==> src/rtl/seg7_capture.sv <==
// rtl/seg7_capture.sv - recovers BCD digits from a multiplexed active-low 7-segment bus
module seg7_capture #(
    parameter int NUM_DIGITS    = 4,
    parameter int STABLE_CYCLES = 4,
    localparam int IDXW         = (NUM_DIGITS > 1) ? $clog2(NUM_DIGITS) : 1
) (
    input  logic                    clk,
    input  logic                    rst,
    input  logic [6:0]              seg_n,
    input  logic [NUM_DIGITS-1:0]   an_n,
    output logic [4*NUM_DIGITS-1:0] digits,
    output logic [NUM_DIGITS-1:0]   blank,
    output logic [NUM_DIGITS-1:0]   err,
    output logic                    upd_valid,
    output logic [IDXW-1:0]         upd_idx,
    output logic                    frame_done
);

    typedef enum logic [1:0] {IDLE, COUNT, HOLD} state_t;

    localparam logic [7:0] CNT_LAST = 8'(STABLE_CYCLES - 1);
    localparam logic [7:0] CNT_SAT  = 8'(STABLE_CYCLES);

    state_t                  state;
    logic [6:0]              seg_s, last_seg;
    logic [NUM_DIGITS-1:0]   an_s, last_an;
    logic [7:0]              cnt;
    logic [NUM_DIGITS-1:0]   seen, seen_next;

    logic                    one_hot, same;
    logic [IDXW-1:0]         idx;
    int unsigned             low_count;
    logic [3:0]              dec_code;
    logic                    dec_blank, dec_err;

    always_comb begin
        low_count = 0;
        idx       = '0;
        for (int i = 0; i < NUM_DIGITS; i++) begin
            if (!an_s[i]) begin
                low_count = low_count + 1;
                idx       = IDXW'(i);
            end
        end
        one_hot   = (low_count == 1);
        same      = (seg_s == last_seg) && (an_s == last_an);
        seen_next = seen | (NUM_DIGITS'(1) << idx);
    end

    always_comb begin
        dec_blank = 1'b0;
        dec_err   = 1'b0;
        case (seg_s)
            7'b1000000: dec_code = 4'd0;
            7'b1111001: dec_code = 4'd1;
            7'b0100100: dec_code = 4'd2;
            7'b0110000: dec_code = 4'd3;
            7'b0011001: dec_code = 4'd4;
            7'b0010010: dec_code = 4'd5;
            7'b0000010: dec_code = 4'd6;
            7'b1111000: dec_code = 4'd7;
            7'b0000000: dec_code = 4'd8;
            7'b0010000: dec_code = 4'd9;
            7'b1111111: begin
                dec_code  = 4'hF;
                dec_blank = 1'b1;
            end
            default: begin
                dec_code = 4'hE;
                dec_err  = 1'b1;
            end
        endcase
    end

    // last_* hold the previous sample so any change of S, including a strobe move, restarts the window
    always_ff @(posedge clk or posedge rst) begin
        if (rst) begin
            state      <= IDLE;
            seg_s      <= '1;
            an_s       <= '1;
            last_seg   <= '1;
            last_an    <= '1;
            cnt        <= '0;
            seen       <= '0;
            digits     <= '1;
            blank      <= '1;
            err        <= '0;
            upd_valid  <= 1'b0;
            upd_idx    <= '0;
            frame_done <= 1'b0;
        end else begin
            seg_s      <= seg_n;
            an_s       <= an_n;
            last_seg   <= seg_s;
            last_an    <= an_s;
            upd_valid  <= 1'b0;
            frame_done <= 1'b0;
            case (state)
                IDLE: begin
                    if (one_hot) begin
                        state <= COUNT;
                        cnt   <= 8'd1;
                    end else begin
                        cnt <= '0;
                    end
                end
                COUNT: begin
                    if (!same) begin
                        if (one_hot) begin
                            cnt <= 8'd1;
                        end else begin
                            state <= IDLE;
                            cnt   <= '0;
                        end
                    end else if (cnt == CNT_LAST) begin
                        state                <= HOLD;
                        cnt                  <= CNT_SAT;
                        digits[4*idx +: 4]   <= dec_code;
                        blank[idx]           <= dec_blank;
                        err[idx]             <= dec_err;
                        upd_valid            <= 1'b1;
                        upd_idx              <= idx;
                        if (&seen_next) begin
                            frame_done <= 1'b1;
                            seen       <= '0;
                        end else begin
                            seen <= seen_next;
                        end
                    end else begin
                        cnt <= cnt + 8'd1;
                    end
                end
                HOLD: begin
                    if (!same) begin
                        if (one_hot) begin
                            state <= COUNT;
                            cnt   <= 8'd1;
                        end else begin
                            state <= IDLE;
                            cnt   <= '0;
                        end
                    end
                end
                default: begin
                    state <= IDLE;
                    cnt   <= '0;
                end
            endcase
        end
    end

endmodule

==> config.mk <==
export PLATFORM = sky130hd
export DESIGN_NAME = seg7_capture
export DESIGN_NICKNAME = d
export VERILOG_FILES = /design/src/rtl/seg7_capture.sv
export SDC_FILE = /design/constraint.sdc
export NUM_CORES = 1
export LEC_CHECK = 0
export ABC_AREA = 0
export CORE_UTILIZATION = 55
export CTS_BUF_LIST = sky130_fd_sc_hd__clkbuf_8
export DETAILED_ROUTE_END_ITERATION = 8
export GPL_TIMING_DRIVEN = 0
export PLACE_DENSITY = 0.8
export SETUP_SLACK_MARGIN = 0.3
export SYNTH_ARGS = -nofsm -noshare
export SYNTH_HDL_FRONTEND = slang
export SYNTH_SLANG_ARGS = --single-unit
==> constraint.sdc <==
create_clock -name clk -period 2.91 [get_ports clk]
set_input_delay 0.291 -clock clk [delete_from_list [all_inputs] [get_ports clk]]
set_output_delay 0.291 -clock clk [all_outputs]
set_load 0.05 [all_outputs]
==> flow_summary.toml, run 1 <==
[timing]
setup_tns_ns = 0
clock_skew_ns = 0.009539
report.final.setup_viol = 0
setup_ws_ns = 0.5861
hold_viol_final = 0
worstMarginPinSlew_ns = 0.5382
fmax_ghz = 0.4303
post-route-period-util_pct = 79.86
finalMaxSlewViolations = 0
grt_setup_unrepaired = "false"
finalCriticalPeriod_ns = 2.324
slew_headroom_pct = 64.01

[pwr]
seq_power_share_pct = 54.7
switchingPower_uw = 414.7
power.share.combinational_pct = 8.2
clkPwrFrac_pct = 37.1
p_int_mw = 1.305
peakVddDrop_uv = 332.2
powerDensity_nw_per_um2 = 470.3
leakage_nw = 1.502
switching_share_pct = 24.12

[clocking]
hold_buffers = 0
cts.clk_slew.worst_paths_ns = 0.07
cts_tree = "done"
cts_setup_buffers = 0
clk_latency_ns = 0.34
root_buffer = "clkbuf_8"
cts_inserted_buffers = 9
clock-sinks = 64
ctsResizeCount = 0
cts_max_level = 3
cts_buffer_depth = 2

[drt]
drtAntennaViolNets = 0
dr.first_iter.drc_count = 97
drtPass1Iterations = 4
via_count = 2074
wl_per_cell_um = 15.04
wirelength_um = 5685
avgViaCountPerCell = 5.487
drc = 0

[yosys]
synthCells = 252
syn_area_sq_um = 2985
synth_flop_cell = "dfstp_2"
ys_warn_count = 0
synth_top_area_share_pct = 36.97
synth_edf_count = 0
synth_cell_types = 50
yosys_register_bits = 64
synth_area_per_cell_sq_um = 11.85
synth_top_cell_by_area = "dfstp_2"
synth.area.top_cells = "dfstp_2, dfrtp_1, mux2_2, xnor2_1, mux2i_1"
yosysMostFrequentCell = "dfstp_2"
async_flop_share_pct = 100.0
syn_nets = 269
ys_seq_area_share_pct = 55.41
yosys-top-cells-count = "dfstp_2, dfrtp_1, nand2_1, inv_1, mux2_2"

[setup_path]
ff2ff_path_depth = 8
path_max_fanout = 8
required_ns = 3.16
arrival_ns = 2.58
end_kind = "flop"
startpoint_type = "flop"
critical_path_class = "flop to flop"

[min_path]
hold_path.class = "input port to asynchronous set/reset pin"

[grt]
antenna_found_initial = 0
busiest_layer = "met2"
grt_use_total_pct = 22.48
grt-ovfl-total = 0
use_met2_pct = 35.91
grt_util_met1_pct = 28.18
grt_max_degree = 47
grt_pass1_wl_um = 9294
grt.met3_usage_pct = 8.333
grt_pass1_vias = 2017

[flow_run]
max-cap-violations = 0

[floorplanning]
core_area_sq_um = 5172
die_w_um = 75.68
pin_count = 41
start_util_pct = 57.72
design.die.area_sq_um = 5727
die_h_um = 75.68
row_count = 26

[finish]
area_growth_pct = 22.46
nFillCells = 365
post-route-util_pct = 70.68
drive_above_1_share_pct = 31.17
finish.instance_area_sq_um = 3656
n_antenna_cell = 0
final_nets = 321

[outcome]
status = "finished clean"

[placed_design]
pre_cts_slack_ns = 0.5886
io_buffers = 40
post_dp_cell_area_sq_um = 3493
place_hpwl_um = 4065
gp_congestion = 0.8314
## placed cells by master (no fill, tap or decap), drive strengths merged, types with 4 or more instances in the layout
master	Yosys	layout
clkdlybuf4s50	0	40
xnor2	13	13
o21a	4	4
a21oi	8	8
nor3	10	10
clkbuf	2	12
mux2	16	16
or3	5	5
dfstp	42	42
nand2	17	17
dfrtp	22	22
buf	8	9
ha	4	4
inv	16	18
and4	7	7
xor2	4	4
nor2	13	13
nand3	7	7
mux2i	8	8
o21ai	9	9
nand4	8	8
## power groups by stage
stage / Sequential, mW / Combinational (mW) / Clock, mW
after floorplan: 0.950 / 0.0991 / 0
after global placement: 0.953 / 0.134 / 0
after detailed placement: 0.955 / 0.142 / 0
after CTS: 0.941 / 0.142 / 0.664
after global routing: 0.943 / 0.157 / 0.697
final: 0.941 / 0.141 / 0.637
## worst max-delay path: stages (launching register included)
cell and delay, ns:
dfstp_2 0.64, inv_1 0.12, ha_1 0.33, xnor2_1 0.22, ha_1 0.22, xnor2_1 0.12
a31oi_1 0.09, o32a_1 0.32, o21ai_1 0.17
## sequential cells by signal, indices dropped and copies added (netlist names)
name,flops
upd_valid,1
digits,16
last_seg,7
seen,4
an_s,4
blank,4
cnt,8
frame_done,1
upd_idx,2
seg_s,7
state,2
err,4
last_an,4
## final timing paths
| kind | startpoint | to | slack [ns] |
|---|---|---|---|
| max | an_s[1]$_DFF_PP1_ | state[0]$_DFFE_PP0P_ | 0.59 |
| min | rst | seen[1]$_DFFE_PP0P_ | 0.26 |
| max reg2reg | an_s[1]$_DFF_PP1_ | state[0]$_DFFE_PP0P_ | 0.59 |
| min reg2reg | seg_s[6]$_DFF_PP1_ | last_seg[6]$_DFF_PP1_ | 0.36 |
| max in group asynchronous | rst | seg_s[3]$_DFF_PP1_ | 2.01 |
| min in group clk | seg_n[1] | seg_s[1]$_DFF_PP1_ | 0.36 |
## layer usage
metal / wire length (um) / part of all wire [%]
met1: 2512 / 44
met2: 2904 / 51
met3: 199 / 3.5
met4: 69 / 1.2
met5: 0 / 0
## cell type report
cell class / instances / area (sq um) / share of cell area (%)
plain buffers: 10 / 62.56 / 1.711
clock buffers: 10 / 137.6 / 3.765
clock inverters: 5 / 25.02 / 0.6845
inverters: 16 / 60.06 / 1.643
multi-input cells: 162 / 1209 / 33.06
flip-flops and latches: 64 / 1654 / 45.24
well taps: 70 / 87.58 / 2.396
repair buffers: 41 / 420.4 / 11.50
## cell families after synthesis
kind of cell               count (synthesis)  share of synthesized area [%]
xor gates and xnor gates                  17                          4.987
muxes                                     24                          8.718
and+or+nand+nor                           78                          16.35
adders and majority gates                  5                          2.054
AOI/OAI and AO/OA                         38                          8.383
buffers and inverters                     26                          4.107
DFF                                       64                          55.41
## per-stage QoR
| step | hold WS (ns) | power, mW | cells |
|---|---|---|---|
| floorplan | 0.2955 | 1.049 | 252 |
| CTS | 0.2639 | 1.747 | 378 |
| global route | 0.2946 | 1.797 | 378 |
| finish | 0.2570 | 1.719 | 378 |
| global placement | 0.3537 | 1.087 | 362 |
| detailed placement | 0.3608 | 1.096 | 363 |
No activity file was read; power rests on OpenSTA's default activity.
==> inputs of run 2 (changes only) <==
--- a/config.mk
+++ b/config.mk
@@ -6,11 +6,11 @@
 export NUM_CORES = 1
 export LEC_CHECK = 0
 export ABC_AREA = 0
-export CORE_UTILIZATION = 55
+export CORE_UTILIZATION = 51
 export CTS_BUF_LIST = sky130_fd_sc_hd__clkbuf_8
 export DETAILED_ROUTE_END_ITERATION = 8
 export GPL_TIMING_DRIVEN = 0
-export PLACE_DENSITY = 0.8
+export PLACE_DENSITY = 0.78
 export SETUP_SLACK_MARGIN = 0.3
 export SYNTH_ARGS = -nofsm -noshare
 export SYNTH_HDL_FRONTEND = slang
==> constraint.sdc (replaced) <==
create_clock -name clk -period 1.9 [get_ports clk]
set_input_delay 0.19 -clock clk [delete_from_list [all_inputs] [get_ports clk]]
set_output_delay 0.19 -clock clk [all_outputs]
set_load 0.05 [all_outputs]
==> flow_summary.toml, run 2 (synthesis results as in run 1) <==
[outcome]
status = "finished, violations left"
violations = "negative setup slack"

[timing]
hold_viol_final = 0
setup_ws_ns = -0.1933
post-route-period-util_pct = 110.2
slew_headroom_pct = 66.75
finalMaxSlewViolations = 0
report.final.setup_viol = 27
finalCriticalPeriod_ns = 2.093
worstMarginPinSlew_ns = 0.5006
fmax_ghz = 0.4777
whs_ns = 0.2026
grt_setup_unrepaired = "true"
clock_skew_ns = 0.009465

[pwr]
peakVddDrop_uv = 446.8
leakage_nw = 1.906
powerDensity_nw_per_um2 = 679.5

[finish]
nFillCells = 329
largest_reg_flops = 16
top_register = "digits"
n_antenna_cell = 0
final_cell_mix = "dfstp_2, buf_4, dfrtp_1, buf_6"
layout_commonest_cell = "dfstp_2"
final_nets = 359
seqCellArea_sq_um = 1654
reg.largest.list = "digits x16, cnt x8"
area_growth_pct = 44.97
drive_above_1_share_pct = 53.31
post-route-util_pct = 77.64
multiInputGateArea_sq_um = 1518

[floorplanning]
die_w_um = 78.51
core_area_sq_um = 5574
start_util_pct = 53.56
die_h_um = 78.51
pin_count = 41
design.die.area_sq_um = 6164
row_count = 27

[clocking]
cts.clk_slew.worst_paths_ns = 0.07
clk_latency_ns = 0.35
cts_inserted_buffers = 9
cts_tree = "done"
cts_buffer_depth = 2
clock-sinks = 64
hold_buffers = 0
cts_max_level = 3
root_buffer = "clkbuf_8"

[setup_path]
required_ns = 2.17
startpoint_type = "flop"
timing.critical_path.mode_cell = "xnor2_2"
end_kind = "flop"
crit_chain = "inv_4, ha_4, xnor2_2, ha_2, xnor2_2, a31oi_1, o32a_1, o22ai_1"
crit_path_top_delay_cell = "dfstp_2"
ff2ff_path_depth = 8
slowest_delay_ns = 0.59
critical_path_class = "flop to flop"
arrival_ns = 2.36
path_max_fanout = 3

[grt]
grt.met3_usage_pct = 5.465
use_met2_pct = 44.26
grt_max_degree = 65
grt-ovfl-total = 0
grt_util_met1_pct = 31.57
grt_pass1_wl_um = 12110
busiest_layer = "met2"
grt_pass1_vias = 2473
grt_use_total_pct = 26.54
antenna_found_initial = 0

[drt]
drc = 0
dr.first_iter.drc_count = 196
avgViaCountPerCell = 5.652
drtPass1Iterations = 4
via_count = 2368
drtAntennaViolNets = 0
wirelength_um = 7683
wl_per_cell_um = 18.34

[placed_design]
gp_congestion = 0.8622
io_buffers = 40
place_hpwl_um = 3924
pre_cts_slack_ns = -0.3170

[min_path]
hold_path.class = "input port to asynchronous set/reset pin"

[flow_run]
max-cap-violations = 0
-- run 2: area by class of cell --
cell class,count,area share (%)
timing repair buffer,79,16.51
buffer,10,2.284
clock buffer,9,2.862
tap,72,2.082
clock inverter,7,1.446
inverter,16,1.532
multi-input combinational,162,35.07
sequential,64,38.22
-- run 2: routing by layer --
layer | share of wire, % | vias to the layer above | wire length (um)
met5 | 0 | - | 0
met4 | 2.8 | 0 | 218
met3 | 4.4 | 21 | 335
met2 | 53 | 81 | 4037
met1 | 40 | 1194 | 3092
li1 | - | 1072 | -
-- run 2: report_power, final --
part           switching (mW)  internal, mW
logic                   0.180         0.180
clock network           0.544         0.593
registers              0.0294          1.41
total                   0.753          2.19
-- run 2: repair_timing --
action | CTS | global route
pin swaps | 12 | 8
setup endpoints to repair | 64 | 53
buffers inserted | 36 | 2
resized for setup | 74 | 35
-- run 2: worst paths after layout --
path / slack [ns] / from / to
max in group asynchronous: 1.09 / rst / digits[15]$_DFFE_PP1P_
hold / removal: 0.20 / rst / cnt[1]$_DFFE_PP0P_
hold reg to reg: 0.37 / seg_s[6]$_DFF_PP1_ / last_seg[6]$_DFF_PP1_
min in group clk: 0.25 / seg_n[0] / seg_s[0]$_DFF_PP1_
setup / recovery: -0.19 / an_s[1]$_DFF_PP1_ / cnt[0]$_DFFE_PP0P_
setup reg to reg: -0.19 / an_s[1]$_DFF_PP1_ / cnt[0]$_DFFE_PP0P_
-- run 2: per-stage QoR --
stage,cells,cell area [sq um],total power [mW],TNS (ns)
after global routing,419,4328,3.049,-4.428
after detailed placement,364,3622,1.704,-5.359
after CTS,416,4243,2.906,-1.353
after floorplan,252,3132,1.634,-0.3688
after global placement,364,3622,1.695,-4.548
final,419,4328,2.941,-3.043
-- run 2: critical path: cells and delay by family, from the launching register on --
kind	cells	cell delay, ns
AO/OA/AOI/OAI	3	0.60
flip-flops	1	0.59
adder cells (fa/ha/maj)	2	0.49
XOR/XNOR	2	0.27
buffers and inverters	1	0.05
==> inputs of run 3 (changes only) <==
--- a/config.mk
+++ b/config.mk
@@ -6,6 +6,7 @@
 export NUM_CORES = 1
 export LEC_CHECK = 0
 export ABC_AREA = 0
+export CORE_MARGIN = 10
 export CORE_UTILIZATION = 51
 export CTS_BUF_LIST = sky130_fd_sc_hd__clkbuf_8
 export DETAILED_ROUTE_END_ITERATION = 8
==> flow_summary.toml, run 3 (synthesis results as in run 1) <==
[drt]
drtAntennaViolNets = 0
drc = 0
wirelength_um = 8147
drtPass1Iterations = 4
via_count = 2380
wl_per_cell_um = 19.40
dr.first_iter.drc_count = 79
avgViaCountPerCell = 5.667

[finish]
multiInputGateArea_sq_um = 1538
seqCellArea_sq_um = 1654
top_register = "digits"
final_nets = 360
largest_reg_flops = 16
final_cell_mix = "dfstp_2, buf_4, dfrtp_1, buf_6, clkbuf_2"
drive_above_1_share_pct = 54.89
area_growth_pct = 45.72
n_antenna_cell = 0
layout_commonest_cell = "dfstp_2"
reg.largest.list = "digits x16, cnt x8"
nFillCells = 343
post-route-util_pct = 77.58

[timing]
clock_skew_ns = 0.01061
worstMarginPinSlew_ns = 0.6723
slew_headroom_pct = 55.08
grt_setup_unrepaired = "true"
finalMaxSlewViolations = 0
whs_ns = 0.2368
setup_ws_ns = -0.1718
post-route-period-util_pct = 109.0
hold_viol_final = 0
report.final.setup_viol = 26
finalCriticalPeriod_ns = 2.072
fmax_ghz = 0.4827

[clocking]
cts_tree = "done"
clk_latency_ns = 0.35
cts.clk_slew.worst_paths_ns = 0.07
root_buffer = "clkbuf_8"
clock-sinks = 64
cts_buffer_depth = 2
cts_max_level = 3
cts_inserted_buffers = 9

[grt]
grt-ovfl-total = 0
grt_use_total_pct = 16.70
grt_pass1_vias = 2392
grt_max_degree = 65
grt_pass1_wl_um = 12000
antenna_found_initial = 0

[setup_path]
path_max_fanout = 7
required_ns = 2.18
rrSetupSlack_ns = -0.17
end_kind = "flop"
startpoint_type = "flop"
arrival_ns = 2.35
critical_path_class = "flop to flop"
ff2ff_path_depth = 7

[min_path]
whs_path_depth = 1
hold_path.class = "input port to flop"

[pwr]
peakVddDrop_uv = 442.2
leakage_nw = 1.922
powerDensity_nw_per_um2 = 709.8

[floorplanning]
design.die.area_sq_um = 9314
pin_count = 41
start_util_pct = 53.24
die_w_um = 96.51
row_count = 27
die_h_um = 96.51
core_area_sq_um = 5608

[placed_design]
io_buffers = 40
gp_congestion = 0.8758
place_hpwl_um = 4287

[outcome]
violations = "negative setup slack"
status = "finished, violations left"

[flow_run]
max-cap-violations = 0
-- run 3: changes by cell type in the layout (fill, tap and decap cells not counted), sizes merged --
cell / change
clkinv: -1
bufinv: +1
clkinvlp: -1
clkdlybuf4s15: -5
inv: +1
clkbuf: +5
buf: +1
-- run 3: routing by layer --
layer  GRT usage (%)  vias up  wire length (um)
met5               0        -                 0
met4           7.869        0               248
met3           4.241       23               445
met2           26.67       81              4142
met1           20.73     1194              3311
li1                -     1082                 -
-- run 3: cell type report --
class,instances,share of cell area [%]
Timing Repair Buffer,80,15.96
Clock inverter,7,2.013
Inverter,16,1.467
Sequential cell,64,38.02
Tap cell,72,2.071
Multi-Input combinational cell,162,35.35
Clock buffer,9,2.847
Buffer,10,2.272
-- run 3: stage by stage --
step,power (mW),setup TNS (ns),setup WS (ns),instances,cell area (sq um)
6_report,3.088,-2.167,-0.1718,420,4350
5_1_grt,3.194,-3.903,-0.2352,420,4350
4_1_cts,3.016,-1.261,-0.1178,411,4197
3_5_place_dp,1.703,-5.486,-0.3108,364,3622
3_3_place_gp,1.695,-4.988,-0.3079,364,3622
2_1_floorplan,1.634,-0.3688,-0.06523,252,3132
-- run 3: final timing paths --
check / start / endpoint
hold / removal: an_n[2] / an_s[2]$_DFF_PP1_
hold reg to reg: seg_s[3]$_DFF_PP1_ / last_seg[3]$_DFF_PP1_
max in group asynchronous: rst / digits[8]$_DFFE_PP1P_
setup / recovery: seg_s[4]$_DFF_PP1_ / digits[2]$_DFFE_PP1P_
min in group asynchronous: rst / state[0]$_DFFE_PP0P_
setup reg to reg: seg_s[4]$_DFF_PP1_ / digits[2]$_DFFE_PP1P_
-- run 3: timing repair --
item / 4_1_cts / 5_1_grt
gates resized for setup: 75 / 48
setup endpoints to repair: 65 / 58
hold buffers: 0 / 0
cloned: 0 / 0
buffers inserted: 31 / 8
pin swaps: 19 / 9
-- run 3: power by group --
group | switching (mW) | internal, mW
Combinational | 0.182 | 0.182
Sequential | 0.0308 | 1.41
Clock | 0.550 | 0.729
Total | 0.763 | 2.33
-- run 3: worst max-delay path: stages (launching register included) --
cell and delay [ns]:
dfstp_2 0.56, buf_6 0.12, xnor2_2 0.12, and4_4 0.28
nand4_4 0.18, nor3_4 0.28, buf_12 0.17, mux2_4 0.30
